[src/rtl/sprite_blitter.sv]
// Sprite blitter: walks a 1-cycle-latency sprite ROM and turns each opaque,
// on-screen palette index into a framebuffer write at (pos_x+col, pos_y+row).
module sprite_blitter #(
  parameter int unsigned SPR_W  = 60,
  parameter int unsigned SPR_H  = 60,
  parameter int unsigned SCR_W  = 640,
  parameter int unsigned SCR_H  = 480,
  parameter logic [4:0]  TRANSP = 5'h00
) (
  input  logic        Clk,
  input  logic        Reset,
  input  logic        start,
  input  logic [9:0]  pos_x,
  input  logic [9:0]  pos_y,
  output logic        busy,
  output logic        done,
  output logic [11:0] rom_addr,
  input  logic [4:0]  rom_data,
  output logic        fb_we,
  output logic [18:0] fb_addr,
  output logic [4:0]  fb_data,
  input  logic        fb_ready
);

  localparam int unsigned NPIX = SPR_W * SPR_H;
  localparam int unsigned AW   = 12;
  localparam int unsigned CW   = 6;
  localparam int unsigned RW   = 6;

  typedef enum logic [1:0] {S_IDLE, S_RUN, S_DRAIN, S_DONE} state_e;

  state_e          state_q, state_d;
  logic            busy_q, busy_d, done_q, done_d;
  logic [9:0]      px_q, px_d, py_q, py_d;
  logic [CW-1:0]   col_q, col_d;
  logic [RW-1:0]   row_q, row_d;
  logic [AW-1:0]   addr_q, addr_d;
  logic            s1_valid_q, s1_valid_d;
  logic [CW-1:0]   s1_col_q, s1_col_d;
  logic [RW-1:0]   s1_row_q, s1_row_d;
  logic [AW-1:0]   s1_addr_q, s1_addr_d;
  logic            fb_we_q, fb_we_d;
  logic [18:0]     fb_addr_q, fb_addr_d;
  logic [4:0]      fb_data_q, fb_data_d;

  logic            stall;
  logic [10:0]     x_sum, y_sum;
  logic            wr_ok;

  always_ff @(posedge Clk) begin
    if (Reset) begin
      state_q    <= S_IDLE;
      busy_q     <= 1'b0;
      done_q     <= 1'b0;
      px_q       <= '0;
      py_q       <= '0;
      col_q      <= '0;
      row_q      <= '0;
      addr_q     <= '0;
      s1_valid_q <= 1'b0;
      s1_col_q   <= '0;
      s1_row_q   <= '0;
      s1_addr_q  <= '0;
      fb_we_q    <= 1'b0;
      fb_addr_q  <= '0;
      fb_data_q  <= '0;
    end else begin
      state_q    <= state_d;
      busy_q     <= busy_d;
      done_q     <= done_d;
      px_q       <= px_d;
      py_q       <= py_d;
      col_q      <= col_d;
      row_q      <= row_d;
      addr_q     <= addr_d;
      s1_valid_q <= s1_valid_d;
      s1_col_q   <= s1_col_d;
      s1_row_q   <= s1_row_d;
      s1_addr_q  <= s1_addr_d;
      fb_we_q    <= fb_we_d;
      fb_addr_q  <= fb_addr_d;
      fb_data_q  <= fb_data_d;
    end
  end

  // Next-state, issue and output-register logic; a stall freezes everything.
  always_comb begin
    state_d    = state_q;
    busy_d     = busy_q;
    done_d     = done_q;
    px_d       = px_q;
    py_d       = py_q;
    col_d      = col_q;
    row_d      = row_q;
    addr_d     = addr_q;
    s1_valid_d = s1_valid_q;
    s1_col_d   = s1_col_q;
    s1_row_d   = s1_row_q;
    s1_addr_d  = s1_addr_q;
    fb_we_d    = fb_we_q;
    fb_addr_d  = fb_addr_q;
    fb_data_d  = fb_data_q;

    stall = fb_we_q && !fb_ready;
    x_sum = 11'(px_q) + 11'(s1_col_q);
    y_sum = 11'(py_q) + 11'(s1_row_q);
    wr_ok = s1_valid_q && (rom_data != TRANSP) &&
            (x_sum < 11'(SCR_W)) && (y_sum < 11'(SCR_H));

    if (!stall) begin
      fb_we_d    = wr_ok;
      fb_addr_d  = 19'(y_sum) * 19'(SCR_W) + 19'(x_sum);
      fb_data_d  = rom_data;
      s1_valid_d = 1'b0;

      unique case (state_q)
        S_IDLE: begin
          if (start) begin
            px_d    = pos_x;
            py_d    = pos_y;
            col_d   = '0;
            row_d   = '0;
            addr_d  = '0;
            state_d = S_RUN;
          end
        end
        S_RUN: begin
          s1_valid_d = 1'b1;
          s1_col_d   = col_q;
          s1_row_d   = row_q;
          s1_addr_d  = addr_q;
          if (addr_q == AW'(NPIX - 1)) begin
            state_d = S_DRAIN;
          end else begin
            addr_d = addr_q + AW'(1);
            if (col_q == CW'(SPR_W - 1)) begin
              col_d = '0;
              row_d = row_q + RW'(1);
            end else begin
              col_d = col_q + CW'(1);
            end
          end
        end
        // Output register retires this cycle (not stalled); wait for stage 1.
        S_DRAIN: if (!s1_valid_q) state_d = S_DONE;
        S_DONE:  state_d = S_IDLE;
        default: state_d = S_IDLE;
      endcase

      busy_d = (state_d == S_RUN) || (state_d == S_DRAIN);
      done_d = (state_d == S_DONE);
    end
  end

  // During a stall re-read the stage-1 pixel so rom_data stays valid for it.
  assign rom_addr = stall ? s1_addr_q : addr_q;
  assign busy     = busy_q;
  assign done     = done_q;
  assign fb_we    = fb_we_q;
  assign fb_addr  = fb_addr_q;
  assign fb_data  = fb_data_q;

endmodule

[config.mk]
export PLATFORM = sky130hd
export DESIGN_NAME = sprite_blitter
export DESIGN_NICKNAME = d
export VERILOG_FILES = /design/src/rtl/sprite_blitter.sv
export SDC_FILE = /design/constraint.sdc
export NUM_CORES = 1
export LEC_CHECK = 0
export BUFFER_PORTS_ARGS = -buffer_cell sky130_fd_sc_hd__clkbuf_2
export CAP_MARGIN = 5
export CORE_MARGIN = 2
export CORE_UTILIZATION = 50
export CTS_CLUSTER_DIAMETER = 30
export DETAILED_ROUTE_END_ITERATION = 16
export PLACE_DENSITY = 0.8
export SLEW_MARGIN = 30
export SYNTH_ARGS = -nofsm -noshare
export SYNTH_HDL_FRONTEND = slang
export SYNTH_SLANG_ARGS = --single-unit
[constraint.sdc]
create_clock -name Clk -period 3.8 [get_ports Clk]
set_clock_uncertainty 0.2 [all_clocks]
set_input_delay 0.38 -clock Clk [delete_from_list [all_inputs] [get_ports Clk]]
set_output_delay 0.38 -clock Clk [all_outputs]
set_load 0.02 [all_outputs]
==> results of run 1 <==
## layout make-up
type	count	area [sq um]
fill	840	3790
clock inverter	7	61.3
timing repair buffer	144	943
tap	140	175
multi-input combinational	549	3650
sequential	98	1970
inverter	20	75.1
clock buffer	9	124
## state kept, by name, indices dropped and copies added (netlist names), 10 cells and up
register and count:
s1_addr_q 12, addr_q 12, py_q 10, fb_addr 19
px_q 10
## cell families after synthesis
| kind of cell | after synthesis | share of synthesized area |
|---|---|---|
| DFF | 98 | 0.357 |
| xor gates and xnor gates | 40 | 0.0652 |
| and+or+nand+nor | 309 | 0.257 |
| adders and majority gates | 39 | 0.0944 |
| buffers and inverters | 54 | 0.0397 |
| AOI/OAI and AO/OA | 161 | 0.186 |
## layer usage
| layer | track usage | part of all wire | up-vias |
|---|---|---|---|
| met5 | 0 | 0 | - |
| met4 | 0.115 | 0.043 | 0 |
| met3 | 0.0592 | 0.050 | 65 |
| met2 | 0.455 | 0.51 | 199 |
| met1 | 0.279 | 0.39 | 2675 |
| li1 | - | - | 2665 |
## power groups by stage
stage	Combinational, mW	Clock, mW	Sequential (mW)
5_1_grt	0.464	0.702	1.10
6_report	0.431	0.647	1.10
3_5_place_dp	0.358	0	1.12
4_1_cts	0.388	0.666	1.10
3_3_place_gp	0.347	0	1.12
2_1_floorplan	0.210	0	1.14
## critical path: stages (launching register included)
cell and delay (ns):
dfxtp_2 0.34, ha_1 0.29, a21o_1 0.19, and4_4 0.22, buf_4 0.13, nor3_1 0.24, nor3b_2 0.07, a221oi_1 0.37
xor2_1 0.26, ha_1 0.32, o21a_1 0.15, a2111o_1 0.48, o311ai_4 0.12, nand4_2 0.13, or3_1 0.32, o211a_1 0.23
## layout by cell type, fill, tap and decap left out, types with 13 or more instances in the layout
cell type  netlist  final
a21oi_1         78     74
buf_4            0     66
clkbuf_2         0     67
dfxtp_1         98     94
ha_1            35     23
inv_1           20     17
nand2_1        175    175
nor2_1          51     50
o21ai_0         22     18
xnor2_1         16     13
xor2_1          23     21
## through the flow
| step | area [sq um] | std cells |
|---|---|---|
| 6_report | 7000 | 967 |
| 5_1_grt | 7000 | 967 |
| 2_1_floorplan | 5540 | 701 |
| 3_5_place_dp | 6300 | 925 |
| 4_1_cts | 6750 | 960 |
| 3_3_place_gp | 6300 | 925 |
## synth_stat cells, types with 2 or more instances
cell type  count
dfxtp_1       98
nor3b_1        3
nand3_1        9
a2111o_1       2
o21ai_0       22
ha_1          35
inv_1         20
o311a_1        2
a31oi_1        2
xor2_1        23
a21o_1         4
nor4b_1        3
o21bai_1       2
buf_1          5
or4_1          2
nand4_1       10
nor2b_1        9
fa_1           4
or3_1          4
a22oi_1        4
a21oi_1       78
and4_1         2
a211o_1        3
xnor2_1       16
nor3_1         9
o221ai_1       2
nor2_1        51
a211oi_1      14
nand2b_1       9
o21a_1         4
o211ai_1       3
clkbuf_1      27
and2_1         5
buf_6          2
and3_1         7
nand2_1      175
o32ai_1        2
o211a_1        2
## worst paths after layout
check,start,to,slack (ns),cells after the start
worst max-delay path,py_q[1],fb_addr[18],-0.38,15
worst min-delay path,rom_data[1],fb_data[1],0.01,3
worst max register to register,py_q[1],fb_addr[18],-0.38,15
worst min register to register,fb_addr[12],fb_addr[12],0.26,2
## timing repair
action / 4_1_cts / 5_1_grt
endpoints found under the hold margin: 9 / 0
hold buffers: 9 / 0
setup buffers: 10 / 7
gates resized for setup: 19 / 38
setup endpoints to repair: 4 / 6
pin swaps: 20 / 25
==> impl_results.md, run 1 <==
* Outcome: complete, but fails checks
* Failing checks: negative setup slack
* Critical Path RT at slightly below 4 ns
* Share of flip-flops with an asynchronous set or reset at 0
* Avg Inst Size Synth at 7.83 sq um
* Worst VDD drop at 0.000282 V
* Yosys warnings at 0
* Clock Path Buffers at 2
* Power Dens Cells at a little over 300 nW/um^2
* Final Critical Period at between 4 and 5 ns
* Synthesized cell area at 5490 sq um
* Largest area contributor in the netlist: dfxtp_1
* Gate Count Post-Synth at roughly 700
* CP max FO at 4
* Max-Cap Viols at 0
* Clock-pin slew on the worst setup and hold paths at ~0.10 ns
* Total Wirelength at 15.7 mm
* WL/cell at 16.2 um
* Setup_tns at -0.938 ns
* Syn_nets at between 700 and 800
* Final period util at 1.10
* I/O pins at 68
* CTS tree: built
* Worst Path Arrival at 4.26 ns
* DRC Markers at 0
* Chip Width at 109 um
* Initial core utilization at 0.509
* Slew headroom at 0.466
* Most used DFF post-synth: dfxtp_1
* RSZ-0062 raised after global routing: yes
* Root cell of the clock tree: clkbuf_8
* Initial DRC count at roughly 340
* Top cells by area, synth: dfxtp_1 36%, nand2_1 12%, ha_1 8.0%
* Hold WS at approximately 0.015 ns
* Max H-tree Level at 3
* Die Y-Extent at 109 um
* HPWL Detailed at 10.1 mm
* Fmax at 239 MHz
* Hold Vio Cnt, Final at 0
* Total GRT Usage at 0.252
* Clock group share of total power at 0.297
* Sequential area share after synthesis at 0.357
* Nets@finish at between 800 and 900
* P_sw at 0.676 mW
* Final Util at 0.649
* Skew-Pair Late Insertion Delay at slightly below 0.4 ns
* Row Count at 38
* Dpl ws at -0.317 ns
* Power Internal at 1.50 mW
* TritonCTS buffer count at 9
* Final worst slack at -0.375 ns
* ANT nets after route at 0
* Top cell type's share of synthesized area at 0.357
* Final Power at 2.18 mW
* Sw Share at 0.311
* CP Class: register to register
* Leak at 3.04 nW
* Core area at 10800 sq um
* Seq cells post-synth at 98
* Largest net degree at the start of global routing at 49
* Max-slew violation count at 0
* Die area at 11800 sq um
* Crit path capture type: register
* Initial antenna violation count at 0
* TritonCTS Sinks at 98
* Combinational Power Share at 0.198
* DR vias/cell at between 5 and 6
* First-pass GRT wire length at 23.7 mm
* Remaining global-route overflow at 0
* # port buffers at 67
* Post-synth EDFFs at 0
* CP startpoint kind: register
* Vias in the first global route at between 5k and 6k
* Layout cell share with drive strength beyond 1 at 0.261
* Detailed Routing Iterations Pass 1 at 5
* Yosys cell types at 65
* Final GP Congestion at 0.944
* Class of the worst hold path: input port to register
* Layout area overhead at 27.5%
* Total number of vias at 5604
* Sequential share of power at 0.504
* N_diodes at 0
* Setup Viol. Count Final at 4
* Tightest Pin Transition at 0.797 ns
Power figures use the tool's default switching activity.
==> run 2: changes to the inputs <==
==> constraint.sdc (replaced) <==
create_clock -name Clk -period 3.8 [get_ports Clk]
set_clock_uncertainty 0.2 [all_clocks]
set_input_delay 0.57 -clock Clk [delete_from_list [all_inputs] [get_ports Clk]]
set_output_delay 0.57 -clock Clk [all_outputs]
set_load 0.02 [all_outputs]
==> run 2 against run 1 <==
Net effect: the flow still finishes with violations (negative setup slack); count of clock-buffer cells in the layout up 1; hold slack better by 0.20 ns; register-to-register slack better by 0.10 ns; global-route usage down 1.1 points; final area down 2.3%; clock power up 5.7%; critical endpoint unchanged; largest cell class unchanged; highest routed layer unchanged.
==> impl_results.md, run 2 (same netlist as run 1, synthesis figures left out) <==
* Area post-placement at 6320 sq um (+0.24%)
* Layout cell share with drive strength beyond 1 at 0.248 (-0.0133)
* Clock Path Buffers at 2 (unchanged)
* DRC Markers at 0 (unchanged)
* RSZ-0062 raised after global routing: yes
* Largest register FFs at 19 (unchanged)
* Skew-Pair Late Insertion Delay at 0.37 ns (-0.02 ns)
* Nets@finish at 874 (-1.8%)
* Finished Layout Cells at 951 (-1.7%)
* Remaining global-route overflow at 0 (unchanged)
* Final GP Congestion at 0.954 (+1.1%)
* Final Instance Area at 6840 sq um (-2.3%)
* Power Dens Cells at 320 nW/um^2 (+2.9%)
* Vias in the first global route at 5082 (-3.5%)
* Core area at 10800 sq um (unchanged)
* ANT nets after route at 0 (unchanged)
* Most common cell after layout, fill and taps aside: nand2_1
* Max H-tree Level at 3 (unchanged)
* Failing checks: negative setup slack
* Slew headroom at 0.515 (+0.0486)
* Max-Cap Viols at 0 (unchanged)
* Critical Path RT at 3.87 ns (-0.02 ns)
* I/O pins at 68 (unchanged)
* CP startpoint kind: register
* Hold Vio Cnt, Final at 0 (unchanged)
* TritonCTS buffer count at 9 (unchanged)
* Row Count at 38 (unchanged)
* Hold Path Stages at 3 (unchanged)
* Outcome: complete, but fails checks
* Final worst slack at -0.273 ns (+0.103 ns)
* WL/cell at 15.5 um (-4.7%)
* Final Power at 2.19 mW (+0.61%)
* Chip Width at 109 um (unchanged)
* Placed Cells at 927 (+0.22%)
* First-pass GRT wire length at 22.9 mm (-3.5%)
* Final period util at 1.07 (-0.0270)
* N_diodes at 0 (unchanged)
* Total Wirelength at 14.7 mm (-6.3%)
* Final Critical Period at 4.07 ns (-0.103 ns)
* Initial core utilization at 0.509 (unchanged)
* CP max FO at 3 (-1)
* Setup Viol. Count Final at 4 (unchanged)
* Crit path capture type: register
* Class of the worst hold path: input port to register
* Die Y-Extent at 109 um (unchanged)
* Max-slew violation count at 0 (unchanged)
* CP Class: register to register
* HPWL Detailed at 10.1 mm (-0.13%)
* Die area at 11800 sq um (unchanged)
* TritonCTS Sinks at 98 (unchanged)
* Initial DRC count at 338 (+0.60%)
* Worst Path Arrival at 4.14 ns (-0.12 ns)
* Root cell of the clock tree: clkbuf_8
* DR vias/cell at 5.63 (-2.9%)
* Largest net degree at the start of global routing at 51 (+4.1%)
* Layout area overhead at 24.6%
* Total GRT Usage at 0.241 (-0.0109)
* Clock-pin slew on the worst setup and hold paths at 0.10 ns (about the same)
* Tightest Pin Transition at 0.728 ns (-0.0693 ns)
* Fmax at 246 MHz (+2.5%)
* Total number of vias at 5350 (-4.5%)
* # port buffers at 67 (unchanged)
* Detailed Routing Iterations Pass 1 at 5 (unchanged)
* CTS tree: built
* Leak at 2.97 nW (-2.3%)
* Cells on worst reg2reg path at 17 (+2)
* Initial antenna violation count at 0 (unchanged)
* Most frequent cells in the layout: 175 x nand2_1, 96 x dfxtp_1, 75 x a21oi_1
* Worst VDD drop at 0.000200 V (-29%)
[run 2: cell count changes in the layout (fill, tap and decap cells not counted), moves of 2 or more]
cell / delta
dlygate4sd3_1: -9
buf_4: -7
o21ai_1: +3
clkinv_2: +2
dfxtp_1: +2
dfxtp_2: -2
ha_1: +2
inv_6: -2
o21ai_0: -2
[run 2: power by group]
group / switching (mW) / internal [mW] / total (mW) / leakage, nW
sequential: 0.0304 / 1.07 / 1.10 / 0.798
combinational: 0.236 / 0.173 / 0.409 / 2.07
clock: 0.378 / 0.306 / 0.684 / 0.0966
total: 0.644 / 1.54 / 2.19 / 2.97
[run 2: layout make-up]
class	instances	area [sq um]
Inverter	20	75.1
Fill cell	903	3950
Clock buffer	10	128
Timing Repair Buffer	128	810
Tap cell	140	175
Sequential cell	98	1960
Multi-Input combinational cell	549	3620
Clock inverter	6	65.1
[run 2: per-layer routing]
metal / share of wire / wire length, um / track usage
met4: 0.022 / 325 / 0.0962
met3: 0.045 / 662 / 0.0359
met5: 0 / 0 / 0
met2: 0.53 / 7760 / 0.446
met1: 0.40 / 5950 / 0.277
[run 2: per-stage QoR]
step / setup WS [ns] / hold slack, ns / TNS (ns) / util
floorplan: -0.162 / 0.237 / -0.162 / -
global route: -0.402 / 0.200 / -1.31 / 0.634
finish: -0.273 / 0.212 / -0.618 / 0.634
global placement: -0.209 / 0.237 / -0.316 / 0.585
detailed placement: -0.311 / 0.243 / -0.853 / 0.585
CTS: -0.193 / 0.202 / -0.286 / 0.610
[run 2: worst paths after layout]
path	from	to	slack (ns)
worst max register to register	s1_row_q[0]	fb_addr[18]	-0.27
worst max-delay path	s1_row_q[0]	fb_addr[18]	-0.27
worst min register to register	fb_addr[2]	fb_addr[2]	0.26
worst min-delay path	pos_x[4]	px_q[4]	0.21
[run 2: critical path, stage by stage, from the launching register on]
cell and delay (ns):
dfxtp_2 0.35, ha_4 0.16, inv_2 0.05, fa_2 0.22, nor2b_2 0.05, o31a_1 0.27, o21a_1 0.20, or2_4 0.25
buf_12 0.13, xnor2_4 0.19, ha_4 0.24, ha_4 0.23, o21a_1 0.19, a2111o_1 0.46, o311ai_4 0.10, nand4_2 0.12
or3_1 0.32, o211a_1 0.23
[run 2: what timing repair did]
item / in CTS / in global routing
hold buffers: 0 / 0
gates resized for setup: 10 / 42
buffers inserted: 2 / 7
endpoints found under the setup margin: 5 / 7
pin swaps: 7 / 20
